**src/rtl/instruction_fetch.sv**
```systemverilog
// IF stage of the TP4 MIPS pipeline: PC register, IF/ID latch, stall/redirect/HALT handling.
// Define IFETCH_STEP_EN to add step_mode/step_pulse single-step gating for the debug unit.
module instruction_fetch #(
  parameter int                  PC_WIDTH  = 32,
  parameter int                  MEM_DEPTH = 32,
  parameter logic [PC_WIDTH-1:0] RESET_PC  = '0,
  parameter logic [31:0]         HALT_WORD = 32'hFFFFFFFF
) (
  input  logic                clk,
  input  logic                rst,
`ifdef IFETCH_STEP_EN
  input  logic                step_mode,
  input  logic                step_pulse,
`endif
  input  logic                prog_mode,
  input  logic                stall,
  input  logic                branch_taken,
  input  logic [PC_WIDTH-1:0] branch_target,
  input  logic                jump,
  input  logic [PC_WIDTH-1:0] jump_target,
  input  logic [31:0]         imem_data,
  output logic [PC_WIDTH-1:0] imem_addr,
  output logic [31:0]         ifid_instr,
  output logic [PC_WIDTH-1:0] ifid_pc1,
  output logic                ifid_valid,
  output logic                halted,
  output logic [31:0]         instr_count
);

  typedef enum logic {RUN, HALT} state_t;

  localparam logic [PC_WIDTH:0] DEPTH_W = (PC_WIDTH+1)'(MEM_DEPTH);
  localparam logic [PC_WIDTH:0] ONE_W   = {{PC_WIDTH{1'b0}}, 1'b1};

  state_t              state, next_state;
  logic [PC_WIDTH-1:0] pc, next_pc;
  logic [31:0]         next_instr;
  logic [PC_WIDTH-1:0] next_pc1;
  logic                next_valid;
  logic [31:0]         next_count;
  logic                freeze;
  logic                redirect;
  logic [PC_WIDTH-1:0] redirect_target;
  logic [PC_WIDTH-1:0] pc_plus1;

  // One extra bit so PC+1 at the top of the address space cannot overflow before the modulo.
  function automatic logic [PC_WIDTH-1:0] wrap_addr(input logic [PC_WIDTH:0] a);
    logic [PC_WIDTH:0] r;
    r = a % DEPTH_W;
    return r[PC_WIDTH-1:0];
  endfunction

`ifdef IFETCH_STEP_EN
  assign freeze = stall | (step_mode & ~step_pulse);
`else
  assign freeze = stall;
`endif

  assign redirect        = branch_taken | jump;
  assign redirect_target = branch_taken ? branch_target : jump_target;
  assign pc_plus1        = wrap_addr({1'b0, pc} + ONE_W);
  assign imem_addr       = pc;
  assign halted          = (state == HALT);

  always_comb begin
    next_state = state;
    next_pc    = pc;
    next_instr = ifid_instr;
    next_pc1   = ifid_pc1;
    next_valid = ifid_valid;
    next_count = instr_count;
    if (prog_mode) begin
      next_state = RUN;
      next_pc    = RESET_PC;
      next_instr = '0;
      next_pc1   = '0;
      next_valid = 1'b0;
      next_count = '0;
    end else if (redirect) begin
      // A HALT seen in the shadow of a redirect was speculative, so leave it.
      next_state = RUN;
      next_pc    = wrap_addr({1'b0, redirect_target});
      next_instr = '0;
      next_pc1   = '0;
      next_valid = 1'b0;
    end else if (state == HALT) begin
      next_instr = '0;
      next_pc1   = '0;
      next_valid = 1'b0;
    end else if (!freeze) begin
      next_instr = imem_data;
      next_pc1   = pc_plus1;
      next_valid = 1'b1;
      next_count = instr_count + 32'd1;
      if (imem_data == HALT_WORD) begin
        next_state = HALT;
      end else begin
        next_pc = pc_plus1;
      end
    end
  end

  always_ff @(posedge clk) begin
    if (rst) begin
      state       <= RUN;
      pc          <= RESET_PC;
      ifid_instr  <= '0;
      ifid_pc1    <= '0;
      ifid_valid  <= 1'b0;
      instr_count <= '0;
    end else begin
      state       <= next_state;
      pc          <= next_pc;
      ifid_instr  <= next_instr;
      ifid_pc1    <= next_pc1;
      ifid_valid  <= next_valid;
      instr_count <= next_count;
    end
  end

endmodule

```
**config.mk**
```make
export PLATFORM = sky130hd
export DESIGN_NAME = instruction_fetch
export DESIGN_NICKNAME = d
export VERILOG_FILES = /design/src/rtl/instruction_fetch.sv
export SDC_FILE = /design/constraint.sdc
export NUM_CORES = 1
export LEC_CHECK = 0
export BUFFER_PORTS_ARGS = -buffer_cell sky130_fd_sc_hd__clkbuf_2
export CORE_ASPECT_RATIO = 0.5
export CORE_MARGIN = 5
export CORE_UTILIZATION = 39
export DETAILED_ROUTE_END_ITERATION = 6
export GPL_TIMING_DRIVEN = 1
export PLACE_DENSITY_LB_ADDON = 0.1
export REMOVE_ABC_BUFFERS = 1
export SLEW_MARGIN = 20
export SYNTH_ARGS = -nofsm -noshare
export SYNTH_HDL_FRONTEND = slang
export SYNTH_SLANG_ARGS = --single-unit
export TNS_END_PERCENT = 10
```
**constraint.sdc**
```tcl
create_clock -name clk -period 2.1 [get_ports clk]
set_input_delay 0.42 -clock clk [delete_from_list [all_inputs] [get_ports clk]]
set_output_delay 0.42 -clock clk [all_outputs]
set_load 0.02 [all_outputs]
```
==> results of run 1 <==
power breakdown:
group / total [µW] / switching, µW / internal [µW]
Sequential: 1470 / 10.9 / 1450
Combinational: 310 / 209 / 100
Clock: 1570 / 608 / 957
Total: 3340 / 828 / 2510
kinds of logic (layout without fill, tap and decap cells):
| group | after synthesis | after routing |
|---|---|---|
| AOI/OAI and AO/OA | 24 | 24 |
| DFF | 76 | 76 |
| other | 1 | 54 |
| buffers and inverters | 78 | 159 |
| muxes | 37 | 37 |
| xor gates and xnor gates | 33 | 33 |
| adders and majority gates | 2 | 2 |
| and+or+nand+nor | 164 | 164 |
worst min-delay path: stages:
cell and delay [ns]:
clkbuf_2 0.09, mux2i_1 0.05, nor2_1 0.07
registers in the layout (all words and copies together), names as in the netlist:
name / count
ifid_pc1: 5
ifid_valid: 1
imem_addr: 5
ifid_instr: 32
instr_count: 32
halted: 1
worst paths after layout:
kind / from / to / slack (ns) / depth (start not counted)
setup / recovery: stall / instr_count[20] / 0.36 / 6
hold / removal: imem_data[17] / ifid_instr[17] / 0.33 / 3
setup reg to reg: halted / instr_count[20] / 0.36 / 5
hold reg to reg: ifid_valid / ifid_valid / 0.45 / 2
placed cells by master, fill, tap and decap left out, types with 3 or more instances in the layout:
cell,instances
clkbuf_16,9
nand4_1,20
xor2_1,20
nor2_1,75
buf_4,15
nor3_1,3
mux2i_1,37
o21ai_0,4
clkbuf_2,123
a21oi_1,11
dfxtp_1,76
nor4_1,7
xnor2_1,13
inv_1,3
and4_1,4
nand3_1,14
nand2_1,22
nor4_4,3
and3_1,6
conb_1,54
metal layers:
layer / share of wire / vias up
li1: - / 1561
met4: 0.012 / 0
met3: 0.096 / 12
met1: 0.46 / 1389
met5: 0 / -
met2: 0.43 / 127
stage by stage:
stage | instances | area (µm²)
floorplan | 394 | 3400
global placement | 654 | 4300
detailed placement | 654 | 4300
CTS | 670 | 4600
global route | 670 | 4600
finish | 670 | 4600
area by class of cell:
type / count / area share
clock buffer: 11 / 0.0527
sequential: 76 / 0.331
timing repair buffer: 139 / 0.163
clock inverter: 5 / 0.0130
inverter: 4 / 0.00326
tap: 121 / 0.0329
multi-input combinational: 314 / 0.405
==> impl_metrics.toml, run 1 <==
[detailed_routing]
drt.antenna.violating_nets = 0
drt-initial-drc-count = 130
drc_errors = 0
routed_via_density = 4.61
vias = 3089
wl_per_cell_um = 12.8
route.final.wire_length_um = 8550
firstDrtPassIters = 4

[timing]
setup_total_negative_slack_ns = 0
post-route-period-util = 0.830
report.final.hold_viol_count = 0
finalClockSkew_ns = 0.00728
max_freq_ghz = 0.574
timing.final.ws_setup_ns = 0.358
worstMarginPinSlew_ns = 0.691
post-route-min-period_ns = 1.74
rsz0062_at_grt = "false"
hold_ws_ns = 0.330
setup_viol_count_final = 0
max-slew-margin-rel = 0.536
slew_viol_final = 0

[setup_path]
top_fanout_value_on_the_critical_path = 8
crit_path_top_delay_cell = "or4_4"
crit_family = "simple AND/OR/NAND/NOR gates"
crit_path_max_incr_delay_ns = 0.56
worstSetupPathType = "in -> reg"
worst_setup_path_start_kind = "primary input"
timing.critical_path.buf_inv = 1
worstPathCellList = "clkbuf_2 > or4_4 > or2_1 > nor4_4 > xnor2_1 > nor2_1"
worst_ep_required_time_ns = 2.30
critPathCaptureType = "flip-flop"
cp.arrival_ns = 1.94

[synth]
synth_compound_gate_area_share = 0.0389
post_synth_fa_ha_maj_area_fraction = 0.00676
async_flop_share = 0
combinational_family_with_the_most_area_after_synthesis = "simple AND/OR/NAND/NOR gates"
yosysWarnings = 0
yosys_most_used_dff = "dfxtp_1"
synth-seq-cells = 76
synth_top_area_share = 0.411
post_syn_area_um2 = 3700
synth.lib_cells_used.distinct = 39
synth-xor-area-share = 0.0781
synth_edf_count = 0
post_synth_inst_count = 415
synth_commonest_cells = "dfxtp_1 (76), nor2_1 (75), buf_4 (54)"
yosys-mux-area-fraction = 0.100
synth_simple_gate_area_share = 0.225
yosys.cell_count.top_type = "dfxtp_1"
ys_seq_area_frac = 0.411
cell_types_occupying_the_most_area_after_synthesis = "dfxtp_1 (41%), buf_4 (11%), mux2i_1 (10%)"
post-synth-top-area-cell = "dfxtp_1"
synth.avg_cell_area_um2 = 8.92

[place]
placement.io_buffers = 123
preCtsSetupSlack_ns = 0.00419
dp_hpwl_um = 6400
final_replace_weighted_congestion = 0.767

[cts]
post_cts_resize_count = 0
clockBufferDepth = 2
numCtsBuffers = 9
worstSkewPairLatency_ns = 0.33
clock_tree.htree_level_count = 3
clock_sink_count = 76
root_buffer = "clkbuf_16"
postCtsSetupRepairBufs = 0
cts-hold-fix-buffers = 0
cts_tree = "yes"
clkTransAtPathRegs_ns = 0.06

[global_route]
globalRouteMet2Util = 0.234
grt.overflow.total = 0
grt_antenna_before_repair = 0
grt_pass1_vias = 2924
wire_length_of_the_first_global_routing_pass_um = 14100
grt.met3_usage = 0.0530
met1_usage = 0.188
global_route.peak_usage_layer = "met2"
grt_max_degree = 41
globalRouteTotalUtil = 0.147

[die]
initial_core_utilization = 0.396
top_level_ports = 232
total_die_area_um2 = 11700
number_of_cell_rows = 25
die_height_um = 78.9
dieWidth_um = 148
core_area_um2 = 9350

[final_layout]
layout.filler_cells = 923
fin_util = 0.492
area_of_the_multi_input_gates_um2 = 1860
number_of_nets_in_the_finished_design = 648
share_of_final_layout_standard_cells_stronger_than_drive_strength_1 = 0.295
syn2layout_area_growth_pct = 24.4
seqCellArea_um2 = 1520
insertedDiodeCount = 0

[power_and_ir_drop]
leakagePower_uw = 0.00213
total_power_uw = 3340
peakVddDrop_mv = 0.406
power-per-cell-area_nw_per_um2 = 726

[min_path]
timing.hold.worst.class = "in -> reg"

[status]
status = "complete, no violations"

[run]
max_cap_viol_count = 0
Power figures use the tool's default switching activity.
==> run 2, diff against run 1 <==
- clock period: 2.1 -> 1.42 ns (I/O delays scaled with it)
==> run 2 against run 1 <==
The flow now finishes with violations (negative setup slack). Hold slack worse by 0.13 ns. Flip-flop and latch count stayed put. Global-route usage is 1.2 points higher. Clock-buffer cell count is 2 lower. Critical path type is now reg -> reg. Sequential power is 47% higher. Routed wire length is 12% higher. Die area stayed put. Clock skew is 0.0011 ns lower. Non-clock buffer count is 65 higher. Highest routed layer unchanged. Sequential share of layout area is 4.2 points lower. Cell area is 15% higher. Final cell count is 9.7% higher. Largest power group unchanged.
==> impl_metrics.toml, run 2 (synthesis results as in run 1) <==
[die]
top_level_ports = 232
initial_core_utilization = 0.396
number_of_cell_rows = 25
dieWidth_um = 148
die_height_um = 78.9
total_die_area_um2 = 11700
core_area_um2 = 9350

[place]
final_replace_weighted_congestion = 0.755
postPlaceCellArea_um2 = 4780
place_inst = 716
placement.io_buffers = 123
dp_hpwl_um = 7090

[cts]
worstSkewPairLatency_ns = 0.34
clkTransAtPathRegs_ns = 0.06
clock_sink_count = 76
numCtsBuffers = 9
cts-hold-fix-buffers = 0
clock_tree.htree_level_count = 3
clockBufferDepth = 2
cts_tree = "yes"
root_buffer = "clkbuf_16"

[setup_path]
cp.arrival_ns = 1.92
crit_path_max_incr_delay_ns = 0.51
worstSetupPathType = "reg -> reg"
crit_path_top_delay_cell = "or4_4"
crit_family = "simple AND/OR/NAND/NOR gates"
top_fanout_value_on_the_critical_path = 8
timing.critical_path.buf_inv = 0
worst_ep_required_time_ns = 1.69
critPathCaptureType = "flip-flop"
worstPathCellList = "or4_4 > or2_4 > or3_1 > a21oi_1"
worst_setup_path_start_kind = "flip-flop"

[run]
max_cap_viol_count = 0

[timing]
rsz0062_at_grt = "true"
finalClockSkew_ns = 0.00613
slew_viol_final = 0
setup_viol_count_final = 27
report.final.hold_viol_count = 0
post-route-min-period_ns = 1.65
post-route-period-util = 1.16
timing.final.ws_setup_ns = -0.229
max_freq_ghz = 0.606

[power_and_ir_drop]
power-per-cell-area_nw_per_um2 = 983
peakVddDrop_mv = 0.619
leakagePower_uw = 0.00253

[detailed_routing]
vias = 3337
drc_errors = 0
routed_via_density = 4.54
wl_per_cell_um = 13.0
drt-initial-drc-count = 85
firstDrtPassIters = 4
route.final.wire_length_um = 9540
drt.antenna.violating_nets = 0

[min_path]
timing.hold.worst.class = "in -> reg"

[final_layout]
syn2layout_area_growth_pct = 43.2
reg_top3 = "ifid_instr (32), instr_count (32)"
share_of_final_layout_standard_cells_stronger_than_drive_strength_1 = 0.409
number_of_nets_in_the_finished_design = 713
insertedDiodeCount = 0
commonest_non_fill_non_tap_cell_in_the_layout = "clkbuf_2"
layout_common_cells = "clkbuf_2 (123), buf_4 (77), nor2_1 (73), dfxtp_1 (73), conb_1 (54)"
stdcell_area_um2 = 5300
layout.cells.non_filler = 735

[global_route]
grt.overflow.total = 0
globalRouteTotalUtil = 0.159
grt_antenna_before_repair = 0
grt_pass1_vias = 3236
wire_length_of_the_first_global_routing_pass_um = 15100
grt_max_degree = 39

[status]
failing_checks = "negative setup slack"
status = "complete, but fails checks"
## run 2: changes by cell type in the layout (fill, tap and decap cells not counted), sizes merged
cell      previous run  this run
bufinv               1         2
clkinv               2         1
clkbuf             134       132
buf                 16        81
clkinvlp             1         3
## run 2: layout make-up
type | count | area (µm²)
well taps | 121 | 151
flip-flops and latches | 76 | 1530
fillers | 867 | 4060
repair buffers | 204 | 1260
multi-input cells | 314 | 2020
clock buffers | 9 | 225
inverters | 4 | 15.0
clock inverters | 7 | 100
## run 2: worst paths after layout
path	startpoint	end	slack, ns	cells past startpoint
worst max register to register	halted	instr_count[10]	-0.23	4
worst max-delay path	halted	instr_count[10]	-0.23	4
worst min register to register	ifid_valid	ifid_valid	0.46	2
worst min-delay path	imem_data[16]	ifid_instr[16]	0.20	3
## run 2: layer usage
layer	global-route usage	vias up	wire length [µm]
li1	-	1693	-
met1	0.184	1515	4080
met2	0.280	118	4520
met3	0.0553	11	823
met4	0.0502	0	110
met5	0	-	0
## run 2: timing repair
action,4_1_cts,5_1_grt
endpoints found under the setup margin,32,32
pin swaps,9,8
resized for setup,15,21
setup buffers,0,3
gates cloned,0,0
endpoints found under the hold margin,0,0
## run 2: power breakdown
| part | internal, µW | total, µW | switching (µW) | leakage (µW) |
|---|---|---|---|---|
| Sequential | 2150 | 2160 | 13.8 | 0.000615 |
| Clock | 1550 | 2510 | 960 | 0.000148 |
| Combinational | 203 | 535 | 332 | 0.00176 |
## run 2: through the flow
stage          hold slack [ns]  setup TNS [ns]   util  power [µW]  worst slack [ns]
5_1_grt                  0.200           -5.57  0.566        5410            -0.291
2_1_floorplan            0.362          -13.88      -        2480            -0.435
4_1_cts                  0.182           -3.52  0.553        5250            -0.222
6_report                 0.200           -3.39  0.566        5210            -0.229
3_3_place_gp             0.444          -13.01  0.511        2730            -0.479
3_5_place_dp             0.449          -13.31  0.511        2730            -0.475
## run 2: worst min-delay path, cell delays in order
cell      delay, ns
clkbuf_2       0.09
mux2i_1        0.06
nor2_1         0.07
